==> config.mk <==
export PLATFORM = sky130hd
export DESIGN_NAME = dds_sweep_ctrl
export DESIGN_NICKNAME = d
export VERILOG_FILES = /design/src/rtl/dds_sweep_ctrl.sv
export SDC_FILE = /design/constraint.sdc
export NUM_CORES = 1
export LEC_CHECK = 0
export CORE_UTILIZATION = 55
export DETAILED_ROUTE_END_ITERATION = 12
export DONT_BUFFER_PORTS = 1
export PLACE_DENSITY = 0.8
export SLEW_MARGIN = 20
export SYNTH_ARGS = -nofsm -noshare
export SYNTH_HDL_FRONTEND = slang
export SYNTH_SLANG_ARGS = --single-unit
==> constraint.sdc <==
create_clock -name clk -period 3.3 [get_ports clk]
set_input_delay 0.66 -clock clk [delete_from_list [all_inputs] [get_ports clk]]
set_output_delay 0.66 -clock clk [all_outputs]
set_load 0.005 [all_outputs]
==> src/rtl/dds_sweep_ctrl.sv <==
// Frequency-sweep (chirp) controller feeding the DDS phase_incr input.
// Steps from f_start to f_stop with a programmable dwell, in single, sawtooth or triangle mode.
module dds_sweep_ctrl #(
  parameter int PHASE_WIDTH = 4,
  parameter int DWELL_WIDTH = 16
) (
  input  logic                   clk,
  input  logic                   rst,
  input  logic                   start_i,
  input  logic                   stop_i,
  input  logic [1:0]             mode_i,
  input  logic [PHASE_WIDTH-1:0] f_start_i,
  input  logic [PHASE_WIDTH-1:0] f_stop_i,
  input  logic [PHASE_WIDTH-1:0] f_step_i,
  input  logic [DWELL_WIDTH-1:0] dwell_i,
  output logic [PHASE_WIDTH-1:0] phase_incr_o,
  output logic                   busy_o,
  output logic                   done_o,
  output logic                   wrap_o,
  output logic                   cfg_err_o
);

  localparam logic [1:0] MODE_SINGLE   = 2'd0;
  localparam logic [1:0] MODE_REPEAT   = 2'd1;
  localparam logic [1:0] MODE_TRIANGLE = 2'd2;

  typedef enum logic {ST_IDLE, ST_DWELL} state_e;
  typedef enum logic {DIR_UP, DIR_DOWN} dir_e;

  typedef struct packed {
    logic [1:0]             mode;
    logic [PHASE_WIDTH-1:0] f_start;
    logic [PHASE_WIDTH-1:0] f_stop;
    logic [PHASE_WIDTH-1:0] f_step;
    logic [DWELL_WIDTH-1:0] dwell;
  } cfg_t;

  state_e                 state_q, state_d;
  dir_e                   dir_q, dir_d;
  cfg_t                   cfg_q, cfg_d;
  logic [DWELL_WIDTH-1:0] cnt_q, cnt_d;
  logic [PHASE_WIDTH-1:0] phase_q, phase_d;
  logic                   busy_q, busy_d;
  logic                   done_q, done_d;
  logic                   wrap_q, wrap_d;
  logic                   cfg_err_q, cfg_err_d;

  logic                   cfg_ok;
  logic [PHASE_WIDTH:0]   sum_up;
  logic [PHASE_WIDTH:0]   diff_dn;
  logic [PHASE_WIDTH-1:0] up_next;
  logic [PHASE_WIDTH-1:0] dn_next;

  assign cfg_ok = (f_step_i != '0) && (f_start_i <= f_stop_i);

  // One extra bit on both legs: a carry-out or borrow means the step overshot and clamps.
  assign sum_up  = {1'b0, phase_q} + {1'b0, cfg_q.f_step};
  assign diff_dn = {1'b0, phase_q} - {1'b0, cfg_q.f_step};
  assign up_next = (sum_up > {1'b0, cfg_q.f_stop}) ? cfg_q.f_stop : sum_up[PHASE_WIDTH-1:0];
  assign dn_next = (diff_dn[PHASE_WIDTH] || (diff_dn[PHASE_WIDTH-1:0] < cfg_q.f_start))
                   ? cfg_q.f_start : diff_dn[PHASE_WIDTH-1:0];

  // NOTE: every signal gets a default at the top of always_comb; a path that skips an
  // assignment would otherwise infer a latch.
  always_comb begin
    state_d   = state_q;
    dir_d     = dir_q;
    cfg_d     = cfg_q;
    cnt_d     = cnt_q;
    phase_d   = phase_q;
    busy_d    = busy_q;
    done_d    = 1'b0;
    wrap_d    = 1'b0;
    cfg_err_d = 1'b0;

    unique case (state_q)
      ST_IDLE: begin
        if (stop_i) begin
          phase_d = '0;
        end else if (start_i) begin
          if (cfg_ok) begin
            cfg_d.mode    = (mode_i == 2'd3) ? MODE_SINGLE : mode_i;
            cfg_d.f_start = f_start_i;
            cfg_d.f_stop  = f_stop_i;
            cfg_d.f_step  = f_step_i;
            cfg_d.dwell   = dwell_i;
            phase_d       = f_start_i;
            cnt_d         = dwell_i;
            dir_d         = DIR_UP;
            busy_d        = 1'b1;
            state_d       = ST_DWELL;
          end else begin
            cfg_err_d = 1'b1;
          end
        end
      end

      ST_DWELL: begin
        if (stop_i) begin
          phase_d = '0;
          busy_d  = 1'b0;
          state_d = ST_IDLE;
        end else if (cnt_q != '0) begin
          cnt_d = cnt_q - DWELL_WIDTH'(1);
        end else begin
          cnt_d = cfg_q.dwell;
          if (dir_q == DIR_UP) begin
            if (phase_q != cfg_q.f_stop) begin
              phase_d = up_next;
            end else begin
              case (cfg_q.mode)
                MODE_REPEAT: begin
                  phase_d = cfg_q.f_start;
                  wrap_d  = 1'b1;
                end
                MODE_TRIANGLE: begin
                  // A degenerate range has nowhere to turn around; just restart the pass.
                  if (cfg_q.f_start == cfg_q.f_stop) begin
                    phase_d = cfg_q.f_start;
                    wrap_d  = 1'b1;
                  end else begin
                    dir_d   = DIR_DOWN;
                    phase_d = dn_next;
                    wrap_d  = (dn_next == cfg_q.f_start);
                  end
                end
                default: begin
                  busy_d  = 1'b0;
                  done_d  = 1'b1;
                  state_d = ST_IDLE;
                end
              endcase
            end
          end else begin
            if (phase_q != cfg_q.f_start) begin
              phase_d = dn_next;
              wrap_d  = (dn_next == cfg_q.f_start);
            end else begin
              dir_d   = DIR_UP;
              phase_d = up_next;
            end
          end
        end
      end
    endcase
  end

  // NOTE: sequential state uses non-blocking assignments so every register samples
  // pre-edge values regardless of statement order.
  always_ff @(posedge clk) begin
    if (rst) begin
      state_q   <= ST_IDLE;
      dir_q     <= DIR_UP;
      cfg_q     <= '0;
      cnt_q     <= '0;
      phase_q   <= '0;
      busy_q    <= 1'b0;
      done_q    <= 1'b0;
      wrap_q    <= 1'b0;
      cfg_err_q <= 1'b0;
    end else begin
      state_q   <= state_d;
      dir_q     <= dir_d;
      cfg_q     <= cfg_d;
      cnt_q     <= cnt_d;
      phase_q   <= phase_d;
      busy_q    <= busy_d;
      done_q    <= done_d;
      wrap_q    <= wrap_d;
      cfg_err_q <= cfg_err_d;
    end
  end

  assign phase_incr_o = phase_q;
  assign busy_o       = busy_q;
  assign done_o       = done_q;
  assign wrap_o       = wrap_q;
  assign cfg_err_o    = cfg_err_q;

endmodule

# Word level (Yosys, flattened, before mapping)
# Index checks and enable logic that the tools add are counted.
[word_totals] mem_count=0 inputBits=34 rom_bits=0 regBits=56 latch_bits=0 output_inout_bits=8 mem_bits_rw=0 word_cells=110
[op_classes] n_div=0 shifts=0 add_sub_neg=3 bitwise_logic=3 magnitude_cmp=3 eq_ne=19 mul=0 n_reduce_logical=13 n_mux=56
[op_table] operator="$mux 16" count=5
[op_table] operator="$mux 4" count=11
[op_table] operator="$mux 1" count=32
[op_table] operator="$pmux 16 s2" count=1
[op_table] operator="$ne 3x3->1 const B" count=6
[op_table] operator="$pmux 4 s2" count=2
[op_table] operator="$reduce_bool 16->1" count=1
[op_table] operator="$sub 16x1->16 const B" count=1
[op_table] operator="$reduce_and 4->1" count=3
[op_table] operator="$ne 2x2->1 const B" count=5
[op_table] operator="$eq 4x4->1" count=2
[op_table] operator="$ne 4x4->1" count=2
[op_table] operator="$pmux 1 s2" count=4
[op_table] operator="$reduce_or 4->1" count=2
[op_table] operator="$reduce_and 7->1" count=1
[op_table] operator="$ne 6x2->1 const B" count=1
[op_table] operator="$reduce_or 6->1" count=1
[op_table] operator="$add 4x4->5" count=1
[op_table] operator="$gt 5x4->1" count=1
[op_table] operator="$reduce_and 5->1" count=1
[op_table] operator="$sub 4x4->5" count=1
[op_table] operator="$eq 2x2->1 const B" count=2
[op_table] operator="$le 4x4->1" count=1
[op_table] operator="$lt 4x4->1" count=1
[op_table] operator="7 further kinds" count=9

# Logic depth before layout (Yosys ltp)
# Gate-level depths: netlist of the first run.
[logic_depth] depth_word=11 ltp_mapped=14 depth_no_buf=13

# Least setup slack after synthesis of the first run
# OpenSTA, ideal clock, no wires.
[synth_timing] path_kind="register to register" start="register phase_q[0], in the netlist phase_incr_o[0]" end="register phase_q[3], in the netlist phase_incr_o[3]" period_less_slack_ps=3051 arrival_ps=2920 path_buffers=0 path_stages_with_launch=13 setup_ps=131 required_ps=3169 path_slack_ps=249 cell_sequence="dfxtp_1 inv_1 ha_1 fa_1 xnor2_1 ha_1 o21ai_0 a31oi_1 o31ai_2 mux2_2 nand4_1 o311a_1 a211oi_2"
[synth_between] elab_chain_cells=11 word_cells_on_any_way=19 cone_classes="add/sub (2); order compare (2); eq/ne (3); mux (10); reduce/logical (2)"
[synth_lines] element="start: declaration" line="42" text="logic [PHASE_WIDTH-1:0] phase_q, phase_d;"
[synth_lines] element="start signal: assignment" line="166" text="phase_q <= phase_d;"
[synth_lines] element="$sub 4x4->5" line="58" text="assign diff_dn = {1'b0, phase_q} - {1'b0, cfg_q.f_step};"
[synth_lines] element="$lt 4x4->1" line="60" text="assign dn_next = (diff_dn[PHASE_WIDTH] || (diff_dn[PHASE_WIDTH-1:0] < cfg_q.f_start))"
[synth_lines] element="$logic_or 1x1->1" line="60"
[synth_lines] element="$mux 4" line="61" text="? cfg_q.f_start : diff_dn[PHASE_WIDTH-1:0];"
[synth_lines] element="$mux 4" line="118" text="if (cfg_q.f_start == cfg_q.f_stop) begin"
[synth_lines] element="$pmux 4 s2" line="111" text="case (cfg_q.mode)"
[synth_lines] element="$mux 4" line="108" text="if (phase_q != cfg_q.f_stop) begin"
[synth_lines] element="$mux 4" line="107" text="if (dir_q == DIR_UP) begin"
[synth_lines] element="$mux 4" line="103" text="end else if (cnt_q != '0) begin"
[synth_lines] element="$mux 4" line="99" text="if (stop_i) begin"
[synth_lines] element="$pmux 4 s2" line="76" text="unique case (state_q)"
# Several ways; a longest one is shown, not always the timed one. The select of a mux whose other input is x is not followed.
# A chain may end at the register's enable or synchronous reset.

# Final worst setup path of the first run
[layout_timing] start="register phase_q[1], in the netlist phase_incr_o[1]" end="register phase_q[3], in the netlist phase_incr_o[3]"
# The elaborated chain is that of the path after synthesis.

==> results of run 1 <==
[cell usage after synthesis, types with 2 or more instances]
library cell	n	area share
buf_2	4	0.0051
o31ai_1	2	0.0039
mux2i_1	46	0.12
a211oi_1	18	0.035
ha_1	23	0.074
a31oi_1	3	0.0048
or2_2	2	0.0032
dfxtp_1	56	0.29
xnor2_1	19	0.043
fa_1	2	0.010
nand3_1	4	0.0051
nor2b_1	2	0.0032
xor2_1	10	0.023
nand3b_1	2	0.0039
mux2_2	3	0.0087
o31a_1	2	0.0045
or3_1	4	0.0064
nor3b_1	4	0.0077
clkbuf_1	5	0.0048
o21ai_0	15	0.019
nor2_1	73	0.070
nand4_1	5	0.0080
a2bb2oi_1	2	0.0045
buf_4	6	0.012
nand2_1	27	0.026
buf_6	5	0.014
a311oi_1	2	0.0045
a21oi_1	15	0.019
a211oi_2	5	0.016
o21bai_1	2	0.0039
inv_1	32	0.031
nand2b_1	4	0.0064
nor4_1	2	0.0032
o22a_1	2	0.0045
nor3_1	6	0.0077
[through the flow]
step                      setup slack, ns  cells  hold slack [ns]  cell area (µm²)
final                               0.225    548            0.397             4090
after CTS                          0.0682    545            0.382             4050
after global placement              0.157    537            0.454             3950
after global routing               0.0168    548            0.364             4090
after detailed placement            0.101    537            0.473             3950
after floorplan                     0.249    451            0.449             3890
[report_power, final]
part	internal (mW)	total (mW)	leakage [nW]	switching, mW
logic	0.315	0.697	1.03	0.382
registers	0.717	0.765	0.457	0.0487
clock network	0.155	0.399	0.0452	0.243
total	1.19	1.86	1.53	0.674
[worst max-delay path: cells and delay by family (launching register included)]
kind	cells	cell delay, ns
and+or+nand+nor	1	0.08
buffers and inverters	2	0.18
adders and majority gates	2	0.90
AOI/OAI and AO/OA	6	1.41
DFF	1	0.43
[path summary, 6_finish.rpt]
kind | from | endpoint | slack [ns] | depth (start not counted)
worst min-delay path | rst | cnt_q[14] | 0.40 | 1
worst max register to register | phase_incr_o[1] | phase_incr_o[3] | 0.22 | 11
worst min register to register | cfg_q[28] | cfg_q[28] | 0.49 | 2
worst max-delay path | phase_incr_o[1] | phase_incr_o[3] | 0.22 | 11
[routing by layer]
| layer | vias to the layer above | global-route usage |
|---|---|---|
| met5 | - | 0 |
| met4 | 0 | 0.0909 |
| met3 | 14 | 0.0481 |
| met2 | 71 | 0.407 |
| met1 | 1518 | 0.321 |
| li1 | 1587 | - |
[final cells by class]
class	instances	area, µm²
tap	96	120
clock buffer	5	68.8
clock inverter	3	25.0
timing repair buffer	15	113
multi-input combinational	341	2520
inverter	32	120
sequential	56	1120
fill	617	2740
[state kept, by name, indices dropped and copies added (netlist names)]
signal and count:
busy_o 1, cfg_err_o 1, cfg_q 30, cnt_q 16
dir_q 1, done_o 1, phase_incr_o 4, state_q 1
wrap_o 1
[timing repair]
item | 4_1_cts | 5_1_grt
buffers inserted | 0 | 3
hold buffers | 0 | 0
setup endpoints to repair | 0 | 4
gates resized for setup | 0 | 6
[kinds of logic (layout without fill, tap and decap cells)]
kind of cell	after synthesis	count (layout)	synth area share
flops	56	56	0.288
mux	49	49	0.127
buf+inv	54	55	0.0704
fa+ha+maj	25	25	0.0843
compound gates	88	88	0.172
simple gates	150	150	0.192
xor+xnor	29	29	0.0653
==> flow_summary.ini, run 1 <==
[status]
status = complete, no violations

[power]
ir_drop_mv = 0.263
leakagePower_nw = 1.53
total_power_mw = 1.86
power.density_nw_per_um2 = 455

[layout]
fin_nets = 510
fin_util = 0.599
final_common_cell = nor2_1
insertedDiodeCount = 0
final_cell_mix = nor2_1, dfxtp_1, mux2i_1, inv_1, nand2_1
drive_gt1_frac = 0.119
syn2layout_area_growth_pct = 5.21

[logic_synthesis]
synth_fp_nets = 510
synthCells = 451
avgSynthCellArea_um2 = 8.63
synth_area_um2 = 3890
async_flop_share = 0
synth_seq_cells = 56
synth_top_flop_cell = dfxtp_1
synth_edf_count = 0
yosys_warnings = 0
seq_area_frac_synth = 0.288
yosysUniqueCellTypes = 72

[routing]
drtAntennaViolNets = 0
wl_met1_um = 4070
vias = 3190
drt_pre_antenna_iters = 4
dr_wl_met2_um = 4080
routed_wl_um = 8730
highest_layer = met4
wire_per_inst_um = 15.9
vias_per_cell = 5.82
drt-initial-drc-count = 232
routed-wl-met3_um = 418
drc = 0

[flow_run]
drv_cap = 0

[clock_network]
cts_tree = built
cts-root-buf = clkbuf_8
clock-sinks = 56
clk_pin_slew_ns = 0.11
h-tree-depth = 2
clock_path_buffers = 2
cts_buffers = 5
clock_latency_ns = 0.32

[timing]
slew_violations = 0
maxSlewHeadroom = 0.602
fin_worst_skew_ns = 0.0127
setup_viol = 0
timing.setup.tns_ns = 0
post-route-period-util = 0.932
hold_viol = 0
worst_pin_slew_ns = 0.592
rsz0062_at_grt = false
fin_crit_ns = 3.08
fmax_mhz = 325

[global_routing]
grt_usage = 0.247
grt_max_degree = 56
grt_pass1_vias = 3112
grt_overflow = 0
antenna_found_initial = 0
grt_pass1_wl_um = 14500

[hold_path]
hold_class = input port to flop

[critical_path]
slowest_stage = fa_1
crit_fanout = 8
setup.worst_path.start_class = flop
worst_ep_required_time_ns = 3.55
worstSetupPathType = flop to flop
crit_top_cell = inv_1
cp_data_arrival_time_ns = 3.33
cp_cell_sequence = inv_1, fa_1, inv_1, ha_1, o21ai_0, a31oi_1, o311ai_4, nor3_1, a31o_1, a211o_1, a211oi_2
slowest_delay_ns = 0.64
cp-end-kind = flop

[placement]
hpwl_um = 6530
portBuffers = 0
gp_congestion = 0.929

[floorplanning]
rows = 30
dieWidth_um = 86.1
design.core.area_um2 = 6830
start_util = 0.569
io_pins = 42
die_area_um2 = 7410
die-height_um = 86.1
(Power assumes the default switching activity.)
==> run 2: changes to the inputs <==
- CTS_CLUSTER_SIZE: not set -> 10
==> results of run 2 <==
No change in the layout: final DEF, timing and power equal those of run 1.
==> run 3: changes to the inputs <==
- PLACE_DENSITY: 0.8 -> 0.7
- RECOVER_POWER: not set -> 25
==> flow_summary.ini, run 3 (same netlist as run 1, synthesis figures left out) <==
[status]
status = complete, no violations

[routing]
drtAntennaViolNets = 0
vias_per_cell = 5.72
drt-initial-drc-count = 238
drc = 0
vias = 3122
wire_per_inst_um = 15.5
routed_wl_um = 8470
drt_pre_antenna_iters = 4

[timing]
rsz0062_at_grt = false
fmax_mhz = 319
post-route-period-util = 0.951
hold_viol = 0
fin_worst_skew_ns = 0.0125
fin_crit_ns = 3.14
slew_violations = 0
timing.setup.tns_ns = 0
worst_pin_slew_ns = 0.751
setup_viol = 0
maxSlewHeadroom = 0.499

[floorplanning]
die_area_um2 = 7410
io_pins = 42
dieWidth_um = 86.1
start_util = 0.569
die-height_um = 86.1
rows = 30
design.core.area_um2 = 6830

[clock_network]
cts-root-buf = clkbuf_8
cts_tree = built
clock-sinks = 56
clock_latency_ns = 0.32
cts_buffers = 5
h-tree-depth = 2
hold_buffers = 0
clock_path_buffers = 2
clk_pin_slew_ns = 0.11

[layout]
fin_nets = 508
final_common_cell = nor2_1
syn2layout_area_growth_pct = 4.54
fillCellCount = 671
largest-register = cfg_q
final_cell_mix = nor2_1, dfxtp_1, mux2i_1, inv_1, nand2_1
insertedDiodeCount = 0
largest_reg_flops = 30
drive_gt1_frac = 0.102

[critical_path]
worstSetupPathType = flop to flop
rr_worst_depth = 12
cp-end-kind = flop
cp_data_arrival_time_ns = 3.38
crit_path_start = phase_incr_o[0]
crit_fanout = 8
r2r_start = phase_incr_o[0]
worst_ep_required_time_ns = 3.54
setup.worst_path.start_class = flop

[hold_path]
hold_class = input port to flop
hold_depth = 1
hold_start = rst

[placement]
portBuffers = 0
gp_congestion = 0.957
hpwl_um = 6390

[global_routing]
grt_pass1_wl_um = 14200
antenna_found_initial = 0
grt_pass1_vias = 2938
grt_overflow = 0
grt_usage = 0.241
grt_max_degree = 56

[power]
power.density_nw_per_um2 = 473
total_power_mw = 1.92
leakagePower_nw = 1.52
ir_drop_mv = 0.230

[flow_run]
drv_cap = 0
==> run 3: changes by cell type in the layout (fill, tap and decap cells not counted), sizes merged <==
cell,delta
clkinv,+1
clkinvlp,-1
clkbuf,+3
buf,-5
bufinv,+1
inv,-1
==> run 3: through the flow <==
stage / worst slack (ns) / cell area [µm²] / utilization / instances / hold WS (ns)
global placement: 0.201 / 3940 / 0.577 / 536 / 0.457
detailed placement: 0.175 / 3940 / 0.577 / 536 / 0.465
CTS: 0.131 / 4060 / 0.594 / 544 / 0.382
floorplan: 0.249 / 3890 / - / 451 / 0.449
finish: 0.162 / 4070 / 0.595 / 546 / 0.402
global route: 0.00817 / 4070 / 0.595 / 546 / 0.377
==> run 3: final timing paths <==
path	endpoint	slack [ns]
worst max-delay path	phase_incr_o[3]	0.16
worst min-delay path	cfg_q[29]	0.40
worst max register to register	phase_incr_o[3]	0.16
worst min register to register	cfg_q[29]	0.48
==> run 3: report_power, final <==
group / internal (mW) / leakage [nW] / total (mW) / switching, mW
Combinational: 0.306 / 1.00 / 0.678 / 0.373
Sequential: 0.717 / 0.457 / 0.769 / 0.0522
Clock: 0.231 / 0.0600 / 0.477 / 0.247
==> run 3: layer usage <==
metal	vias up	routed length, µm	global-route usage
met5	-	0	0
met4	0	105	0.0621
met3	11	445	0.0510
met2	83	3680	0.361
met1	1450	4250	0.350
li1	1578	-	-
==> run 3: worst max-delay path, cell delays in order, from the launching register on <==
cell,delay [ns]
dfxtp_1,0.36
inv_1,0.05
ha_1,0.24
fa_2,0.41
xnor2_1,0.30
ha_1,0.30
o21ai_0,0.08
a31oi_1,0.11
o311ai_4,0.47
nor3_1,0.08
a31o_1,0.20
a211o_1,0.27
a211oi_2,0.21
==> run 3: what timing repair did <==
item / in CTS / in global routing
setup buffers: 0 / 2
setup endpoints to repair: 0 / 3
endpoints found under the hold margin: 0 / 0
gates resized for setup: 0 / 5
==> run 3: layout make-up <==
| class | instances | area (µm²) | area share |
|---|---|---|---|
| Clock buffer | 5 | 68.8 | 0.0169 |
| Clock inverter | 3 | 46.3 | 0.0114 |
| Inverter | 32 | 120 | 0.0295 |
| Multi-Input combinational cell | 341 | 2500 | 0.616 |
| Sequential cell | 56 | 1120 | 0.276 |
| Tap cell | 96 | 120 | 0.0295 |
| Timing Repair Buffer | 13 | 86.3 | 0.0212 |
==> RTL change 1, RTL diff (flow settings as in run 2) <==
Set the parameter `PHASE_WIDTH` to 3 (it was 4).
--- a/src/rtl/dds_sweep_ctrl.sv
+++ b/src/rtl/dds_sweep_ctrl.sv
@@ -1,7 +1,7 @@
 // Frequency-sweep (chirp) controller feeding the DDS phase_incr input.
 // Steps from f_start to f_stop with a programmable dwell, in single, sawtooth or triangle mode.
 module dds_sweep_ctrl #(
-  parameter int PHASE_WIDTH = 4,
+  parameter int PHASE_WIDTH = 3,
   parameter int DWELL_WIDTH = 16
 ) (
   input  logic                   clk,
Interface: changed (resized f_start_i, f_step_i, f_stop_i and phase_incr_o); port bits go from 42 to 38. No check against the original RTL was run, so the function may have changed too.
==> RTL change 1 against run 2 <==
- synthesized area fell by 14%
- critical endpoint is now phase_incr_o[2]$_SDFFE_PP0P_
- wire length fell by 3.2%
- final cell count fell by 8.8%
- clock power fell by 4%
- power fell by 13%
- design area fell by 14%
- largest cell class unchanged
- worst setup slack improved by 14 ps
- sequential cell count fell by 4
- critical path depth rose by 1
- sequential share of layout area rose by 2.4 points
==> RTL change 1: results (changes against run 2) <==
outcome=completed; Synthesized Nets=479 (-6.1%); largest net degree at the start of global routing=49 (-13%); adder-cell share of the synthesized area=0.0793 (-0.00493); CP top delay family=adder cells; R2R Path Start=phase_incr_o[0]$_SDFFE_PP0P_; initial core utilization=0.568 (-0.00139); Compound-Gate Fraction of Synth Area=0.257 (+0.0847); HP Start=rst; placed cells=492 (-8.4%); Final GP Congestion=0.904 (-2.6%); average via count per standard cell=6.29 (+8.1%); layout cells sized above 1=0.0918 (-0.0277); sequential-to-total area share from yosys stat=0.311 (+0.0232); first drt pass iteration count=5 (+1); warning count from the yosys run=0 (unchanged); crit-path max cell delay=410 ps (-230 ps); Post-synth top flop=dfxtp_1; initial antenna violation count=0 (unchanged); Largest register FFs=27 (-10%); gr usage total=0.271 (+0.0241); synth unique cells=61 (-15%); hpwl dp=6.19 mm (-5.1%); Final Hold Slack=415 ps (+18.3 ps); Skew-Pair Late Insertion Delay=approximately 310 ps; Setup crit start kind=flop; vias=3,147 (-1.3%); Synth Instances=428 (-5.1%); WP buf/inv=2 (unchanged); CTS clk-pin slew, worst paths=about 100 ps; first-pass GRT wire length=13.5 mm (-6.8%); number of global-route vias before repair=2,836 (-8.9%); Buffers on Ports=0 (unchanged); total CTS buffers=5 (unchanged); n_diodes=0 (unchanged); Post-synth ARST share=0 (unchanged); Post-Synth XOR/XNOR Area=0.0520 (-0.0133); Rel. slew slack=0.665 (+0.0635); post-synthesis mux area share=0.0225 (-0.105); Critical Path Slowest Stage Cell=fa_1; post-CTS sizing=0 (unchanged); routed wire length=8.46 mm (-3.2%); Worst Hold Class=in -> reg; crit path DAT=3260 ps (-70 ps); top cells by instance count after synthesis=nand2_1, dfxtp_1, a21oi_1; Root Buffer=clkbuf_8; dominant cells by area after synthesis=dfxtp_1, nand2_1, ha_1; Leak=1.32 nW (-14%); FF-to-FF setup slack=240 ps; Clock Path Buffers=2 (unchanged); H-tree depth=2 (unchanged); 1st-iter DRT viols=280 (+21%); worst vdd ir=0.315 mV (+20%); Worst Clk Skew=7.36 ps (-5.36 ps); Largest Register=cfg_q; Post-CTS Setup Bufs=0 (unchanged); CP max FO=8 (unchanged)
RTL change 1: cell count changes after synthesis, sizes merged, moves of 6 or more:
cell and delta:
nand2 +55, nand3 +7, nor2 -51, mux2i -43, a211oi -15, o211ai +10
o21ai +6, a21oi +27, xnor2 -11
RTL change 1: final cells by class:
cell class	instances	area, um2
clock buffers	8	90.1
fillers	542	2390
inverters	28	105
multi-input cells	327	2090
flip-flops and latches	52	1040
well taps	75	93.8
repair buffers	10	75.1
RTL change 1: report_power, final:
part,total [W],internal [W],switching [W],leakage (nW)
Combinational,0.000523,0.000208,0.000315,0.848
Clock,0.000383,0.000172,0.000211,0.0455
Sequential,0.000714,0.000666,0.0000483,0.424
RTL change 1: logic make-up (layout without fill, tap and decap cells):
kind of cell / count (synthesis) / after routing
simple gates: 153 / 153
compound gates: 128 / 128
flops: 52 / 52
buf+inv: 49 / 46
fa+ha+maj: 20 / 20
xor+xnor: 19 / 19
mux: 7 / 7
RTL change 1: path summary, 6_finish.rpt:
check                           cells after the start                           end
worst min register to register                      2         cfg_q[6]$_SDFFE_PP0P_
worst min-delay path                                1        cfg_q[26]$_SDFFE_PP0P_
worst max register to register                     12  phase_incr_o[2]$_SDFFE_PP0P_
worst max-delay path                               12  phase_incr_o[2]$_SDFFE_PP0P_
RTL change 1: stage by stage:
stage	instance area [um2]	utilization	setup slack [ps]
2_1_floorplan	3340	-	457
3_3_place_gp	3410	0.579	364
3_5_place_dp	3410	0.579	305
4_1_cts	3500	0.595	281
5_1_grt	3500	0.595	47.0
6_report	3500	0.595	238
RTL change 1: per-layer routing:
metal  global-route usage  share of wire
met5                    0              0
met4               0.0982          0.018
met3               0.0423          0.060
met2                0.462           0.48
met1                0.343           0.44
==> RTL change 2, RTL diff (flow settings as in run 2) <==
Without the edit above. Put one more register stage on the output `phase_incr_o`, cleared by the reset. The value now appears one clock later. The other outputs are not delayed to match.
--- a/src/rtl/dds_sweep_ctrl.sv
+++ b/src/rtl/dds_sweep_ctrl.sv
@@ -171,7 +171,13 @@
     end
   end
 
-  assign phase_incr_o = phase_q;
+  always_ff @(posedge clk) begin
+    if (rst) begin
+      phase_incr_o <= '0;
+    end else begin
+      phase_incr_o <= phase_q;
+    end
+  end
   assign busy_o       = busy_q;
   assign done_o       = done_q;
   assign wrap_o       = wrap_q;
Formal check against the unedited RTL: not equivalent (a bounded check fails within 4 cycles, from zero or initial values and one cycle with rst high).
==> RTL change 2 against run 2 <==
- wire length increased by 15%
- combinational power shrank 12%
- power up 17%
- critical path type unchanged
- sequential cell count increased by 4
- critical path depth grew 1
- fmax down 1.4%
- synthesized area grew 1.6%
- worst setup slack got worse by 44 ps
- utilization is 1.5 points higher
- global-route usage rose by 4.6 points
- design area increased by 3.1%
- sequential power grew 6.8%
- clock skew fell by 3.7 ps
==> RTL change 2: results (changes against run 2) <==
FF-to-FF setup slack=180 ps (-40 ps); M1 GR Usage=0.407 (+0.0865); synth unique cells=69 (-4.2%); Critical Path Slowest Stage Cell=dfxtp_1; CP endpoint=phase_q[0]$_SDFFE_PP0P_; crit-path max cell delay=410 ps (-230 ps); Final Hold Slack=366 ps (-30.7 ps); hpwl dp=7.34 mm (+12%); CTS clk-pin slew, worst paths=70 ps (-40 ps); adder-cell share of the synthesized area=0.0830 (-0.00131); top cells by instance count after synthesis=nand2_1, dfxtp_1, a21oi_1; Post-Synth XOR/XNOR Area=0.0576 (-0.00766); Slew @ Worst Pin=710 ps (+118 ps); Post-synth ARST share=0 (unchanged); Compound-Gate Fraction of Synth Area=0.238 (+0.0660); outcome=completed; Final GP Congestion=0.973 (+4.8%); Final Critical Period=3120 ps (+44.2 ps); crit path DAT=3360 ps (+30 ps); Worst Setup SP=cfg_q[17]$_SDFFE_PP0P_; placed cells=579 (+7.8%); Synth Instances=504 (+12%); Cell Area, Placed=4000 um2 (+1.3%); Skew-Pair Late Insertion Delay=350 ps (+30 ps); met3 usage=0.0752 (+0.0271); FILL cells=629 (+1.9%); post-synthesis mux area share=0.0158 (-0.111); Pint=0.00145 W (+22%); total CTS buffers=9 (+4); number of global-route vias before repair=3,417 (+9.8%); layout cells sized above 1=0.0884 (-0.0311); count of nets after finishing=553 (+8.4%); 1st-iter DRT viols=310 (+34%); Synthesized Nets=563 (+10%); Worst Clk Skew=9.01 ps (-3.71 ps); Leak=1.67 nW (+9.1%); CP max FO=4 (-4); GR Util met2=0.425 (+0.0180); Metal-1 WL=4.82 mm (+19%); CP top delay family=simple AND/OR/NAND/NOR gates; Hold Path Sink=cfg_q[9]$_SDFFE_PP0P_; first-pass GRT wire length=16.9 mm (+17%); gr usage total=0.293 (+0.0459); routed wire length=10.1 mm (+15%); met3 wire len=724 um (+73%); average via count per standard cell=6.06 (+4.1%); sequential-to-total area share from yosys stat=0.304 (+0.0158)
RTL change 2: cell count changes after synthesis, moves of 9 or more:
cell and change:
a21oi_1 +33, buf_2 +9, mux2i_1 -42, clkbuf_1 +9, nand2b_1 +11, nor2_1 -41, nand2_1 +52, xnor2_1 -10
a211oi_1 -16
RTL change 2: area by class of cell:
class                   instances  area [um2]  area share
clock buffers                  11         141      0.0335
clock inverters                 4        73.8      0.0175
inverters                      27         101      0.0240
multi-input cells             385        2500       0.592
flip-flops and latches         60        1200       0.285
well taps                      96         120      0.0285
repair buffers                 11        82.6      0.0196
RTL change 2: power by group through the flow:
stage	registers, W	logic, W	clock network, W
finish	0.000817	0.000611	0.000751
global route	0.000822	0.000692	0.000789
CTS	0.000815	0.000604	0.000756
detailed placement	0.000832	0.000601	0
global placement	0.000830	0.000592	0
floorplan	0.000814	0.000500	0
